===== src/rtl/fcvt_s_w_iter.sv =====
// Multi-cycle int32 -> IEEE-754 single converter (FCVT.S.W / FCVT.S.WU).
// Iterative leading-zero normalisation, one rounding cycle, valid/ready on both sides.
module fcvt_s_w_iter #(
  parameter int unsigned NORM_STEP = 1
) (
  input  logic        clk,
  input  logic        rst_n,
  input  logic        flush,
  input  logic        in_valid,
  output logic        in_ready,
  input  logic [31:0] input_a,
  input  logic        is_unsigned,
  input  logic [2:0]  rm,
  output logic        out_valid,
  input  logic        out_ready,
  output logic [31:0] output_z,
  output logic        fflag_nx
);

  typedef enum logic [1:0] {StIdle, StNorm, StRound, StDone} state_e;

  localparam logic [7:0] StepExp = 8'(NORM_STEP);

  state_e      state_q;
  logic        sign_q;
  logic [31:0] mag_q;
  logic [2:0]  rm_q;
  logic [7:0]  exp_q;

  logic        sign_in;
  logic [31:0] mag_in;
  logic        top_zero;
  logic [22:0] frac;
  logic        guard, sticky, inc;
  logic [23:0] frac_sum;
  logic [7:0]  exp_biased;

  assign in_ready  = (state_q == StIdle);
  assign out_valid = (state_q == StDone);

  always_comb begin
    sign_in  = ~is_unsigned & input_a[31];
    // Two's complement negation also maps 0x80000000 onto itself as an unsigned magnitude.
    mag_in   = sign_in ? (~input_a + 32'd1) : input_a;
    top_zero = (mag_q[31 -: NORM_STEP] == '0);
  end

  always_comb begin
    frac   = mag_q[30:8];
    guard  = mag_q[7];
    sticky = |mag_q[6:0];
    case (rm_q)
      3'b001:  inc = 1'b0;
      3'b010:  inc = (guard | sticky) & sign_q;
      3'b011:  inc = (guard | sticky) & ~sign_q;
      3'b100:  inc = guard;
      default: inc = guard & (sticky | frac[0]);
    endcase
    frac_sum   = {1'b0, frac} + {23'b0, inc};
    exp_biased = exp_q + 8'd127 + {7'b0, frac_sum[23]};
  end

  always_ff @(posedge clk) begin
    if (!rst_n) begin
      state_q  <= StIdle;
      sign_q   <= 1'b0;
      mag_q    <= '0;
      rm_q     <= '0;
      exp_q    <= '0;
      output_z <= '0;
      fflag_nx <= 1'b0;
    end else if (flush) begin
      state_q <= StIdle;
    end else begin
      unique case (state_q)
        StIdle: begin
          if (in_valid) begin
            sign_q <= sign_in;
            mag_q  <= mag_in;
            rm_q   <= rm;
            exp_q  <= 8'd31;
            if (mag_in == '0) begin
              output_z <= '0;
              fflag_nx <= 1'b0;
              state_q  <= StDone;
            end else begin
              state_q <= StNorm;
            end
          end
        end
        StNorm: begin
          if (mag_q[31]) begin
            state_q <= StRound;
          end else if (top_zero) begin
            mag_q <= mag_q << NORM_STEP;
            exp_q <= exp_q - StepExp;
          end else begin
            mag_q <= mag_q << 1;
            exp_q <= exp_q - 8'd1;
          end
        end
        StRound: begin
          // A carry out of the fraction leaves it all-zero with the exponent bumped.
          output_z <= {sign_q, exp_biased, frac_sum[22:0]};
          fflag_nx <= guard | sticky;
          state_q  <= StDone;
        end
        StDone: begin
          if (out_ready) state_q <= StIdle;
        end
        default: state_q <= StIdle;
      endcase
    end
  end

endmodule


===== config.mk =====
export PLATFORM = sky130hd
export DESIGN_NAME = fcvt_s_w_iter
export DESIGN_NICKNAME = d
export VERILOG_FILES = /design/src/rtl/fcvt_s_w_iter.sv
export SDC_FILE = /design/constraint.sdc
export NUM_CORES = 1
export LEC_CHECK = 0
export CORE_MARGIN = 1
export CORE_UTILIZATION = 57
export CTS_BUF_LIST = sky130_fd_sc_hd__clkbuf_8
export CTS_CLUSTER_DIAMETER = 80
export DETAILED_ROUTE_END_ITERATION = 10
export PLACE_DENSITY_LB_ADDON = 0.15
export SYNTH_ARGS = -nofsm -noshare
export SYNTH_HDL_FRONTEND = slang
export SYNTH_SLANG_ARGS = --single-unit

===== constraint.sdc =====
create_clock -name clk -period 5.4 [get_ports clk]
set_input_delay 1.08 -clock clk [delete_from_list [all_inputs] [get_ports clk]]
set_output_delay 1.08 -clock clk [all_outputs]
set_load 0.05 [all_outputs]

# [Yosys cells after proc, flatten, opt, wreduce, memory -nomap -nowiden]
# Cells that the tools add are included.
[word_totals] ff_bits=79
[classes] n_addsub=5 n_eq_ne=12 bitwise_logic=11 muxes=19 reduce_logical=11
[op_table] operator="$mux W32" count=5
[op_table] operator="$pmux W32 S2" count=2
[op_table] operator="$add A32 B1 Y32 const B" count=1
[op_table] operator="$logic_not A32 Y1" count=1
[op_table] operator="$not A32 Y32" count=1
[op_table] operator="$add A23 B1 Y24" count=1
[op_table] operator="$mux W8" count=2
[op_table] operator="$pmux W8 S2" count=1
[op_table] operator="$reduce_and A3 Y1" count=3
[op_table] operator="$add A8 B1 Y8" count=1
[op_table] operator="$add A8 B7 Y8 const B" count=1
[op_table] operator="$mux W2" count=4
[op_table] operator="$pmux W2 S4" count=1
[op_table] operator="$reduce_and A4 Y1" count=2
[op_table] operator="$sub A8 B1 Y8 const B" count=1
[op_table] operator="$reduce_or A7 Y1" count=1
[op_table] operator="$eq A3 B2 Y1 const B" count=2
[op_table] operator="$ne A2 B2 Y1 const B" count=3
[op_table] operator="$and A1 B1 Y1" count=4
[op_table] operator="$eq A2 B2 Y1 const B" count=2
[op_table] operator="$ne A2 B1 Y1 const B" count=2
[op_table] operator="$not A1 Y1" count=4
[op_table] operator="$pmux W1 S4" count=1
[op_table] operator="$reduce_bool A2 Y1" count=2
[op_table] operator="other kinds (8)" count=10

# [Longest topological paths before layout]
[depth] ltp_word=7 mapped_depth=18 mapped_depth_nobuf=18

# [Worst setup path before layout]
# No wires, ideal clock.
[synth_timing] kind="input port to flip-flop" startpoint="input input_a[1]" endpoint="register output_z[1]" cell_stages=13 t_required_ns=5.279 path_slack_ns=1.315 arrival_ns=3.965 n_path_buf=2 path_cell_list="inv_1 ha_1 nor3b_4 and4_1 buf_4 nor3_1 or4b_4 a2111oi_4 nand2_1 o41ai_4 o211a_4 buf_8 o22ai_2"
[synth_between] elab_chain_len=6
[synth_lines] item="from (decl)" line="11" source="input logic [31:0] input_a,"
[synth_lines] item="$not A32 Y32" line="44" source="mag_in = sign_in ? (~input_a + 32'd1) : input_a;"
[synth_lines] item="$add A32 B1 Y32" line="44"
[synth_lines] item="$mux W32 (*)" line="44"
[synth_lines] item="$logic_not A32 Y1 (*)" line="82" source="if (mag_in == '0) begin"
[synth_lines] item="$ne A2 B1 Y1 (no source line) (*)"
[synth_lines] item="$reduce_and A4 Y1 (no source line) (*)"
[synth_lines] item="to (signal assigned)" line="104" source="output_z <= {sign_q, exp_biased, frac_sum[22:0]};"
[synth_lines] item="to (decl)" line="16" source="output logic [31:0] output_z,"
# Every way passes the cells marked *; elsewhere a longest branch is shown, timed or not.
# A chain may end at the register's enable or synchronous reset.

# [Worst setup path in the final report]
[layout_timing] startpoint="input input_a[0]" endpoint="register output_z[25]"
# The elaborated chain is that of the path after synthesis.

==> results.txt <==
Cell count after synthesis - 642
Largest area contributor in the netlist - dfxtp_1
Max_cap viols - 0
Number of global-route vias before repair - 4692
Largest fanout of any net on the critical path - 17
Number of failing hold endpoints at the final stage - 0
Clock slew at reported path FFs - 0.08 ns
Post-route setup TNS - 0 ns
Sequential share of power - 0.465
Clock network fraction of design power - 0.306
Yosys warning count - 0
Internal power contribution - 0.953 mW
Master cell of the clock root buffer - clkbuf_8
Startpoint Class - primary input
Synth-to-Final Area Change - 18.4%
Die Outline Area - 9520 um2
Number of enable flip-flop cells after synthesis - 0
Cell variety after synth - 62
Run status - finished, final reports clean
Pwr per Cell Area - 227 nW/um2
Post-synth top cells - 79 x dfxtp_1, 76 x nand2_1, 56 x nor2_1
Initial cell density of the core - 0.594
FF-to-FF End - output_z[25]
Last element of the critical path - output_z[25]
Launching instance or port of the critical path - input_a[0]
Logic pwr share - 0.230
Detail-routed via count per cell - 6.23
Max Slew Vio Count - 0
Post-synthesis cell area - 5210 um2
Post-synthesis sequential element count - 79
Number of hold buffers added after CTS - 0
Ranking of synthesized cells by area - dfxtp_1 30%, o22ai_2 7.2%, nand2_1 5.5%, xnor2_1 5.4%, xor2_1 5.0%
Post-DP HPWL - 9870 um
TritonCTS clock tree - yes
Vias - 5062
Num ports - 76
DRC - 0
Number of antenna violations at the first check in global routing - 0
Maximum level of the CTS H-tree - 3
Worst relative slew slack - 0.443
Wire length of the first global-routing pass - 22800 um
Total wirelength of the detailed-routed design - 13800 um
P_leak - 2.19 nW
Slew at the pin closest to its max-slew limit - 0.828 ns
Post-layout min period - 4.87 ns
Length in cells of the worst reg-to-reg path - 11
Number of failing setup endpoints in the final timing report - 0
Hold WS - 0.473 ns
Routed wire length per instance - 17.0 um
Average size of a mapped cell - 8.11 um2
GRT met3 Usage - 0.0626
Worst min-delay path class - flop to flop
Sequential cell area fraction in the yosys report - 0.304
Most common cell in the netlist - dfxtp_1
Number of buffers between clock root and the deepest sink - 2
Global-route congestion overflow total - 0
Pre-antenna DRT Iters - 5
ANT nets after route - 0
Smallest setup slack after layout - 0.535 ns
Met1 Resource Use GR - 0.375
DR iter-0 viols - 360
NetSw - 0.449 mW
Max VDD drop - 197 uV
Rows - 34
Post-synth top area share - 0.304
Layout cells sized above 1 - 0.102
Layout Skew - 0.00992 ns
Switching part of the total - 0.320
Port bufs - 75
Clock sink count - 79
Arrival time of the worst setup path - 5.09 ns
Routability-driven placement congestion ratio - 0.991
Die Ht - 97.6 um
Maximum frequency from static timing analysis - 206 MHz
All-layer global routing usage - 0.292
Inserted Diodes - 0
Core outline area - 8760 um2
Setup Buffers After CTS - 0
Launch point of the worst reg-to-reg path - state_q[0]
Pin count of the biggest net entering global routing - 55
Layer with the highest usage after global routing - met2
Critical path capture point type - flop
Cts bufs inserted - 9
Final clock period utilization by the worst path - 0.901
Global routing usage on met2 - 0.488
Ys async rst share - 0
Number of resized instances in the post-cts repair step - 0
Unrepaired setup endpoints after global routing - no
Crit Path Category - primary input to flop
Die boundary width - 97.6 um
CP Data Required Time - 5.62 ns
Setup Slack @ Placement - 0.213 ns
Post-synth top flop - dfxtp_1
Final nets - 751
Register-to-register setup slack - 1.78 ns
Clock Latency Late Sink - 0.35 ns
Syn_nets - 693
critical path: stages:
cell	delay [ns]
clkdlybuf4s50_1	0.51
inv_1	0.10
ha_1	0.21
nor3b_4	0.42
and4_1	0.42
nor3_1	0.08
or4b_4	0.58
a2111oi_4	0.35
nand2_1	0.14
o41ai_4	0.45
o211a_4	0.42
buf_4	0.23
o22ai_2	0.07
cells in the final DEF (no fill, tap or decap), types with 11 or more instances in the layout:
| cell | n |
|---|---|
| dfxtp_1 | 79 |
| buf_4 | 14 |
| nor3_1 | 17 |
| xor2_1 | 30 |
| o21ai_0 | 46 |
| xnor2_1 | 32 |
| or3_1 | 16 |
| nor2_1 | 56 |
| o31ai_1 | 11 |
| nand3_1 | 23 |
| a21oi_1 | 38 |
| inv_1 | 23 |
| and3_1 | 12 |
| nand2_1 | 76 |
| o22ai_2 | 30 |
| clkdlybuf4s50_1 | 75 |
worst min path at each step:
stage	from	cells after the start	slack, ns	to
floorplan	exp_q[0]	1	0.44	exp_q[0]
global placement	exp_q[0]	1	0.45	exp_q[0]
detailed placement	exp_q[0]	1	0.46	exp_q[0]
CTS	exp_q[0]	1	0.47	exp_q[0]
global route	output_z[10]	2	0.49	output_z[10]
finish	output_z[23]	2	0.47	output_z[23]
state kept, by name (all words and copies together), names as in the netlist:
| register | cells |
|---|---|
| exp_q | 8 |
| sign_q | 1 |
| fflag_nx | 1 |
| output_z | 32 |
| rm_q | 3 |
| mag_q | 32 |
| state_q | 2 |
per-stage QoR:
| step | cells | instance area, um2 | util | total power [mW] |
|---|---|---|---|---|
| floorplan | 642 | 5210 | - | 0.873 |
| global placement | 797 | 5980 | 0.682 | 0.972 |
| detailed placement | 797 | 5980 | 0.682 | 0.978 |
| CTS | 813 | 6160 | 0.703 | 1.40 |
| global route | 813 | 6160 | 0.703 | 1.46 |
| finish | 813 | 6160 | 0.703 | 1.40 |
power groups by stage:
stage	logic [mW]	clock network [mW]	registers, mW
2_1_floorplan	0.220	0	0.653
3_3_place_gp	0.311	0	0.661
3_5_place_dp	0.315	0	0.663
4_1_cts	0.317	0.432	0.650
5_1_grt	0.352	0.456	0.656
6_report	0.322	0.428	0.651
routing by layer:
layer  share of wire  vias to the layer above  wire [um]
li1                -                     2433          -
met2            0.49                      197       6750
met4           0.017                        0        240
met3           0.067                       25        930
met1            0.43                     2407       5870
met5               0                        -          0
final cells by class:
class / count / area, um2
multi-input cells: 498 / 3320
well taps: 108 / 135
inverters: 23 / 86.3
repair buffers: 89 / 856
clock buffers: 9 / 124
clock inverters: 7 / 65.1
fillers: 701 / 2600
flip-flops and latches: 79 / 1580
cells by family after synthesis:
| kind of cell | synth area share |
|---|---|
| AO/OA/AOI/OAI | 0.255 |
| multiplexers | 0.0137 |
| flip-flops | 0.304 |
| AND/OR/NAND/NOR | 0.240 |
| adder cells (fa/ha/maj) | 0.0240 |
| buffers and inverters | 0.0591 |
| XOR/XNOR | 0.104 |
Power figures use the tool's default switching activity.
